===== config.mk =====
export PLATFORM = sky130hd
export DESIGN_NAME = mux4to1_rr_merge
export DESIGN_NICKNAME = d
export VERILOG_FILES = /design/src/rtl/mux4to1_rr_merge.sv
export SDC_FILE = /design/constraint.sdc
export NUM_CORES = 1
export LEC_CHECK = 0
export ABC_AREA = 1
export CAP_MARGIN = 20
export CORE_MARGIN = 2
export CORE_UTILIZATION = 37
export CTS_CLUSTER_DIAMETER = 150
export DETAILED_ROUTE_END_ITERATION = 10
export PLACE_DENSITY = 0.76
export SETUP_SLACK_MARGIN = 0.2
export SYNTH_ARGS = -nofsm -noshare
export SYNTH_HDL_FRONTEND = slang
export SYNTH_SLANG_ARGS = --single-unit

===== constraint.sdc =====
create_clock -name clk -period 1.67 [get_ports clk]
set_input_delay 0.334 -clock clk [delete_from_list [all_inputs] [get_ports clk]]
set_output_delay 0.334 -clock clk [all_outputs]
set_load 0.01 [all_outputs]

===== src/rtl/mux4to1_rr_merge.sv =====
// mux4to1_rr_merge: four-channel round-robin merger onto one registered, channel-tagged output
//   clk, rst                  rising-edge clock, synchronous active-high reset
//   in_data0..3, in_valid     four input channels (payload, offer bits)
//   in_ready                  one-hot accept for the granted channel
//   out_data, out_sel         registered payload and its source channel index
//   out_valid, out_ready      output handshake
module mux4to1_rr_merge #(
   parameter int WIDTH = 8
) (
   input  logic             clk,
   input  logic             rst,
   input  logic [WIDTH-1:0] in_data0,
   input  logic [WIDTH-1:0] in_data1,
   input  logic [WIDTH-1:0] in_data2,
   input  logic [WIDTH-1:0] in_data3,
   input  logic [3:0]       in_valid,
   output logic [3:0]       in_ready,
   output logic [WIDTH-1:0] out_data,
   output logic [1:0]       out_sel,
   output logic             out_valid,
   input  logic             out_ready
);
   logic [WIDTH-1:0] in_arr [4];
   logic [WIDTH-1:0] out_data_q, out_data_d;
   logic [1:0]       out_sel_q, out_sel_d, ptr_q, ptr_d, g, idx;
   logic             out_valid_q, out_valid_d, found, load;
   assign in_arr[0] = in_data0;
   assign in_arr[1] = in_data1;
   assign in_arr[2] = in_data2;
   assign in_arr[3] = in_data3;
   // Scan from the farthest offset down so the last hit is the one closest to ptr.
   always_comb begin
      found = 1'b0;
      g     = ptr_q;
      idx   = ptr_q;
      for (int k = 3; k >= 0; k--) begin
         idx = ptr_q + 2'(k);
         if (in_valid[idx]) begin
            found = 1'b1;
            g     = idx;
         end
      end
   end
   assign load     = (~out_valid_q | out_ready) & found & ~rst;
   assign in_ready = load ? 4'(4'b0001 << g) : 4'b0000;
   always_comb begin
      out_data_d  = load ? in_arr[g] : out_data_q;
      out_sel_d   = load ? g : out_sel_q;
      out_valid_d = load | (out_valid_q & ~out_ready);
      ptr_d       = load ? g + 2'd1 : ptr_q;
   end
   always_ff @(posedge clk) begin
      if (rst) begin
         out_data_q  <= '0;
         out_sel_q   <= '0;
         out_valid_q <= 1'b0;
         ptr_q       <= '0;
      end else begin
         out_data_q  <= out_data_d;
         out_sel_q   <= out_sel_d;
         out_valid_q <= out_valid_d;
         ptr_q       <= ptr_d;
      end
   end
   assign out_data  = out_data_q;
   assign out_sel   = out_sel_q;
   assign out_valid = out_valid_q;
endmodule

# ---- Yosys cells after proc, flatten, opt, wreduce, memory -nomap -nowiden
# Cells that the tools add are included.
dict set report classes {
  mux 20
  multipliers 0
  reduce_logical 0
  eq_ne 0
  n_shift 1
  magnitude_cmp 5
  n_bitwise 9
  addsub 4
  div_mod_pow 0
}
# operator count
set op_table {}
lappend op_table {{$bmux 8 s2} 1}
lappend op_table {{$mux 8} 2}
lappend op_table {{$lt 2x3->1 const B} 4}
lappend op_table {{$bmux 1 s2} 4}
lappend op_table {{$mux 1} 8}
lappend op_table {{$mux 2} 4}
lappend op_table {{$add 2x1->2 const B} 2}
lappend op_table {{$add 2x2->2 const B} 2}
lappend op_table {{$mux 4} 1}
lappend op_table {{$shl 1x2->4 const A} 1}
lappend op_table {{$and 1x1->1} 3}
lappend op_table {{$ge 3x3->1 const B} 1}
lappend op_table {{$not 1->1} 3}
lappend op_table {{$not 2->3} 1}
lappend op_table {{$or 1x1->1} 2}
dict set report word_totals {
  romBits 0
  n_memories 0
  wordCells 43
  inputBits 39
  mem_bits_rw 0
  latchBits 0
  output_inout_bits 15
  ff_bits 13
}

# ---- Depth between registers and ports, before layout
# Gate-level depths: netlist of run 1.
dict set report depth {
  depth_word 11
  mapped_depth 16
  ltp_nobuf 14
}

# ---- Worst setup path after synthesis of run 1
# OpenSTA, ideal clock, no wires.
dict set report synth_path {
  path_kind {flip-flop to output port}
  startpoint {register ptr_q[0]}
  endpoint {output port in_ready[3]}
  stages_incl_launch_ff 14
  arrival_ps 1486
  required_ps 1336
  path_slack_ps -150
  path_cell_list {dfxtp_1 -> buf_6 -> inv_8 -> nand2_1 -> nand2_2 -> nand2_2 -> nand2_2 -> nand2_4 -> nand2_4 -> nand3_4 -> nand2_8 -> buf_12 -> nand2_1 -> nor2_1}
}
dict set report synth_between {
  elab_chain_len 10
  elab_cells_between_ends 23
  cone_classes {3 x add/sub; 1 x shift; 17 x mux; 2 x bitwise}
}
# element line_no
set synth_lines {}
lappend synth_lines {{start: declaration} 25} ;# logic [1:0] out_sel_q, out_sel_d, ptr_q, ptr_d, g, idx;
lappend synth_lines {{start signal: assignment} 62} ;# ptr_q <= ptr_d;
lappend synth_lines {{$add 2x2->2} 37} ;# idx = ptr_q + 2'(k);
lappend synth_lines {{$bmux 1 s2} 38} ;# if (in_valid[idx]) begin
lappend synth_lines {{$mux 1 (implied by the code)} 38}
lappend synth_lines {{$mux 1 (4 in series)} 38}
lappend synth_lines {{$and 1x1->1 (2 in series)} 44} ;# assign load = (~out_valid_q | out_ready) & found & ~rst;
lappend synth_lines {{$mux 4 *} 45} ;# assign in_ready = load ? 4'(4'b0001 << g) : 4'b0000;
lappend synth_lines {{end: declaration} 17} ;# output logic [3:0] in_ready,
# Every way passes the cells marked *; elsewhere a longest branch is shown, timed or not. The select of a mux whose other input is x is not followed.

# ---- Final worst setup path of run 1
dict set report layout_path {
  startpoint {register ptr_q[0]}
  endpoint {register ptr_q[1]}
}
dict set report layout_between {
  elab_chain_len 9
  elab_cells_between_ends 22
  cone_classes {4 x add/sub; 16 x mux; 2 x bitwise}
}
# element
set layout_lines {}
lappend layout_lines {{parallel branches: the longest is 9 deep, another holds $add 2x2->2}}
# Several ways; the timed one is not identified. The select of a mux whose other input is x is not followed.
# A chain may end at the register's enable or synchronous reset.

==> results of run 1 <==
state kept, by name (all words and copies together) (netlist names):
register,count
out_data,8
out_sel,2
out_valid,1
ptr_q,2
metal layers:
layer / wire (um) / global-route usage (%) / vias to the layer above
li1: - / - / 731
met1: 1607 / 25.00 / 668
met2: 2142 / 43.32 / 50
met3: 257 / 7.143 / 9
met4: 69 / 2.857 / 0
met5: 0 / 0 / -
timing repair:
action | in CTS | in global routing
buffers inserted | 14 | 5
setup endpoints to repair | 26 | 17
hold endpoints to repair | 0 | 0
gates resized for setup | 54 | 44
pin swaps | 12 | 17
through the flow:
stage	utilization, %	hold slack [ns]	setup TNS (ns)
after global placement	61.20	0.4588	-9.545
after detailed placement	61.20	0.4606	-10.61
after global routing	74.59	0.4857	-6.344
after floorplan	-	0.4281	-0.2655
final	74.59	0.4662	-4.946
after CTS	68.06	0.4705	-4.186
cell usage in the layout (no fill, tap or decap), types with 3 or more instances in the layout:
| cell | instances |
|---|---|
| dfxtp_1 | 11 |
| clkbuf_4 | 3 |
| clkdlybuf4s50_1 | 34 |
| buf_4 | 22 |
| nand2_2 | 22 |
| inv_4 | 3 |
| dlygate4sd2_1 | 14 |
| nand3_4 | 5 |
| nand2_4 | 16 |
| inv_1 | 7 |
| nand2_1 | 20 |
| buf_6 | 11 |
| nand3_2 | 15 |
| nor2_4 | 3 |
| nand3_1 | 39 |
| inv_2 | 7 |
power by group:
part           leakage [nW]  switching [mW]  internal, mW
registers             0.109          0.0907         0.455
logic                 0.969            2.03          1.65
clock network        0.0150          0.0988        0.0927
total                  1.09            2.22          2.20
layout make-up:
cell class | instances | area share (%)
clock buffers | 4 | 1.163
inverters | 18 | 3.878
multi-input cells | 132 | 42.77
flip-flops and latches | 13 | 11.86
well taps | 44 | 2.438
repair buffers | 89 | 37.89
worst paths after layout:
check,startpoint,endpoint,slack (ns),cells past startpoint
setup / recovery,ptr_q[0],ptr_q[1],-0.77,22
hold / removal,out_data[1],out_data[1],0.47,2
setup reg to reg,ptr_q[0],ptr_q[1],-0.77,22
hold reg to reg,out_data[1],out_data[1],0.47,2
critical path: stages, from the launching register on:
cell and delay, ns:
dfxtp_4 0.37, buf_12 0.12, clkinv_8 0.08, nand2_4 0.07, nand2_4 0.06, nand2_4 0.08, nand3_2 0.07, nand3_2 0.08
nand2_2 0.06, nand2_2 0.12, buf_6 0.10, nand4_1 0.14, buf_4 0.17, buf_6 0.11, buf_6 0.10, buf_6 0.10
buf_6 0.10, buf_6 0.10, buf_6 0.10, buf_6 0.10, nand3_4 0.05, nand2_2 0.05, inv_2 0.04
logic make-up after synthesis:
group	Yosys count	synth area share (%)
and+or+nand+nor	126	61.01
AOI/OAI and AO/OA	6	2.793
DFF	13	22.34
buffers and inverters	27	13.86
==> flow_metrics.tcl, run 1 <==
set metrics [dict create \
    status "finished with violations" \
    violations "setup timing" \
    yosysWarnings 0 \
    synthMostInstantiatedCell "nand3_1" \
    std_cell_rows 20 \
    grt_pass1_vias 1403 \
    synth_top_area_cell "dfxtp_1" \
    wirelength_mm 4.076 \
    fp.dieArea_mm2 0.003613 \
    instances_no_fill 300 \
    grt_pass1_wl_mm 6.134 \
    place_congestion 0.9113 \
    worstPathMaxFanout 6 \
    ys_seq_area_share_pct 22.34 \
    required_ns 1.90 \
    clock_latency_ns 0.28 \
    p_leak_nw 1.093 \
    clockBufferDepth 2 \
    syn_area_mm2 0.001165 \
    finalPower_mw 4.425 \
    numCtsBuffers 3 \
    syn_inst 172 \
    crit_path_start_kind "flop" \
    cts_hold_buf 0 \
    slew-limit-headroom_pct 81.17 \
    hp-class "reg -> reg" \
    synth_edf_count 0 \
    antenna_cells 0 \
    async_reset_ff_share_pct 0 \
    grt_usage_pct 22.78 \
    seqCellArea_um2 267.8 \
    grt_overflow_total 0 \
    final_nets 296 \
    yosysTopAreaCellShare_pct 22.34 \
    setup_slack_ns -0.7695 \
    setup_viol 14 \
    synth.top_cells.by_count "nand3_1 (47), nand2_1 (39), nand2_2 (16), inv_1 (14), dfxtp_1 (13)" \
    cts_max_level 1 \
    root_buffer "clkbuf_4" \
    route.vias.total 1458 \
    wl_per_cell_um 13.59 \
    slew_viol_final 0 \
    vias_per_cell 4.860 \
    rsz0062_at_grt "true" \
    multi_input_area_um2 965.9 \
    power.density_mw_per_mm2 1959 \
    placed_cell_area_mm2 0.001853 \
    synth.avg_cell_area_um2 6.772 \
    io_pins 54 \
    drc_errors 0 \
    cts_sinks 13 \
    crit_arrival_ns 2.66 \
    path_clk_slew_ns 0.07 \
    drt_iter0_markers 65 \
    coreArea_mm2 0.003028 \
    drive_above_1_share_pct 47.66 \
    dpl_worst_slack_ns -1.026 \
    n_fill_cell 226 \
    dp_hpwl_mm 2.555 \
    synthesis.nets 211 \
    cts_tree "yes" \
    drtAntennaViolNets 0 \
    synthFlopType "dfxtp_1" \
    place_inst 277 \
    synth_area_leaders "dfxtp_1 (22%), nand3_1 (20%), nand2_1 (13%)" \
    hold_viol 0 \
    die_y_um 60.11 \
    end_kind "flop" \
    synth-seq-cells 13 \
    grt_antenna_before_repair 0 \
    initial_core_util_pct 38.47 \
    drt_pass1_iterations 4 \
    cap_violations 0 \
    min_period_over_period_pct 146.1 \
    tightest_slew_ns 0.2814 \
    ir_drop_mv 0.8183 \
    dieWidth_um 60.11 \
    fin_area_mm2 0.002258 \
    grt_max_degree 17 \
    period_minus_slack_ns 2.439 \
    worstSetupPathType "reg -> reg" \
    synth.distinct_cells 21 \
    fmax_mhz 409.9 \
    port_buffers 53 \
    skew_ns 0.0009826 \
    synthToLayoutAreaGrowth_pct 93.88 \
]
Note: power is estimated with default switching activity, not from simulation.
==> run 2: changes to the inputs <==
--- a/config.mk
+++ b/config.mk
@@ -16,3 +16,4 @@
 export SYNTH_ARGS = -nofsm -noshare
 export SYNTH_HDL_FRONTEND = slang
 export SYNTH_SLANG_ARGS = --single-unit
+export TNS_END_PERCENT = 50
==> flow_metrics.tcl, run 2 (synthesized netlist as in run 1, its figures left out) <==
set metrics [dict create \
    startpoint "ptr_q[0]" \
    final_cell_mix "clkdlybuf4s50_1 (34), nand3_1 (30), nand3_2 (26)" \
    drt_pass1_iterations 5 \
    port_buffers 53 \
    violations "setup timing" \
    route.vias.total 1476 \
    clockBufferDepth 2 \
    drc_errors 0 \
    fin_area_mm2 0.002272 \
    cp_slowest_cell "dfxtp_4" \
    numCtsBuffers 3 \
    cap_violations 0 \
    setup_slack_ns -0.6851 \
    seqCellArea_um2 267.8 \
    min_period_over_period_pct 141.0 \
    fmax_mhz 424.6 \
    status "finished with violations" \
    antenna_cells 0 \
    whs_ns 0.4712 \
    instances_no_fill 299 \
    grt_pass1_vias 1330 \
    dpl_worst_slack_ns -0.9927 \
    place_congestion 0.8727 \
    path_buf_inv 6 \
    hold_viol 0 \
    dieWidth_um 60.11 \
    crit_top_cell "nand2_2" \
    fp.dieArea_mm2 0.003613 \
    p_leak_nw 1.093 \
    power.density_mw_per_mm2 1956 \
    cts_sinks 13 \
    grt_usage_pct 21.57 \
    crit_path_start_kind "flop" \
    coreArea_mm2 0.003028 \
    critPathTopFamily "simple AND/OR/NAND/NOR gates" \
    dp_hpwl_mm 2.534 \
    ir_drop_mv 0.9344 \
    skew_ns 0.01266 \
    slew_viol_final 0 \
    grt_antenna_before_repair 0 \
    cts_max_level 1 \
    root_buffer "clkbuf_4" \
    required_ns 1.34 \
    finalSetupTns_ns -7.649 \
    initial_core_util_pct 38.47 \
    hp-class "reg -> reg" \
    grt_overflow_total 0 \
    rsz0062_at_grt "true" \
    drtAntennaViolNets 0 \
    n_fill_cell 216 \
    worstPathMaxFanout 6 \
    place_inst 277 \
    crit_chain "buf_12 > clkinv_8 > nand2_4 > nand2_4 > nand2_2 > nand2_2 > nor2_1 > nand2_1 > nand2_2 > nor2_4 > buf_4 > buf_6 > nand3_4 > inv_2 > buf_6" \
    wirelength_mm 4.358 \
    io_pins 54 \
    multi_input_area_um2 973.4 \
    period_minus_slack_ns 2.355 \
    vias_per_cell 4.936 \
    std_cell_rows 20 \
    largest_reg_flops 8 \
    path_clk_slew_ns 0.09 \
    tightest_slew_ns 0.3235 \
    clock_latency_ns 0.29 \
    worstSetupPathType "reg -> out" \
    layout_commonest_cell "clkdlybuf4s50_1" \
    cts_hold_buf 0 \
    synthToLayoutAreaGrowth_pct 95.06 \
    grt_max_degree 17 \
    drt_iter0_markers 63 \
    die_y_um 60.11 \
    cts_tree "yes" \
    wl_per_cell_um 14.58 \
    finalPower_mw 4.445 \
    cp_slowest_stage_delay_ns 0.39 \
    setup_viol 16 \
    utilization_pct 75.04 \
    hp-start "out_sel[0]" \
    crit_arrival_ns 2.02 \
    worst_r2r_startpoint "ptr_q[0]" \
    end_kind "output pin" \
    final_nets 295 \
    drive_above_1_share_pct 48.63 \
    slew-limit-headroom_pct 78.36 \
    grt_pass1_wl_mm 5.809 \
    placed_cell_area_mm2 0.001853 \
]
[run 2: where the power goes]
| group | total [mW] | internal [mW] | leakage (nW) | switching (mW) |
|---|---|---|---|---|
| registers | 0.558 | 0.455 | 0.109 | 0.102 |
| clock network | 0.206 | 0.0928 | 0.0150 | 0.113 |
| logic | 3.68 | 1.63 | 0.969 | 2.05 |
[run 2: routing by layer]
layer	global-route usage, %	vias to the layer above	part of all wire, %
met5	0	-	0
li1	-	731	-
met2	37.27	59	50
met3	8.658	14	7.3
met4	5.397	0	3.1
met1	24.58	672	40
[run 2: cell type report]
class,instances,area share [%]
well taps,44,2.423
flip-flops and latches,13,11.78
clock buffers,4,1.156
repair buffers,88,37.83
multi-input cells,132,42.84
inverters,18,3.965
[run 2: worst paths after layout]
| check | endpoint | slack (ns) | cells past startpoint |
|---|---|---|---|
| worst max-delay path | in_ready[1] | -0.69 | 15 |
| worst min-delay path | out_sel[0] | 0.47 | 2 |
| worst max register to register | out_data[7] | -0.47 | 18 |
| worst min register to register | out_sel[0] | 0.47 | 2 |
[run 2: what timing repair did]
item,in CTS,in global routing
buffers inserted,8,9
endpoints found under the setup margin,27,16
pin swaps,20,14
hold endpoints to repair,0,0
resized for setup,60,38
cloned,0,1
[run 2: worst reg2reg max path, delay by kind of cell (launching register included)]
family / cells / cell delay [ns]
flip-flops: 1 / 0.39
AND/OR/NAND/NOR: 10 / 0.81
buffers and inverters: 8 / 0.85
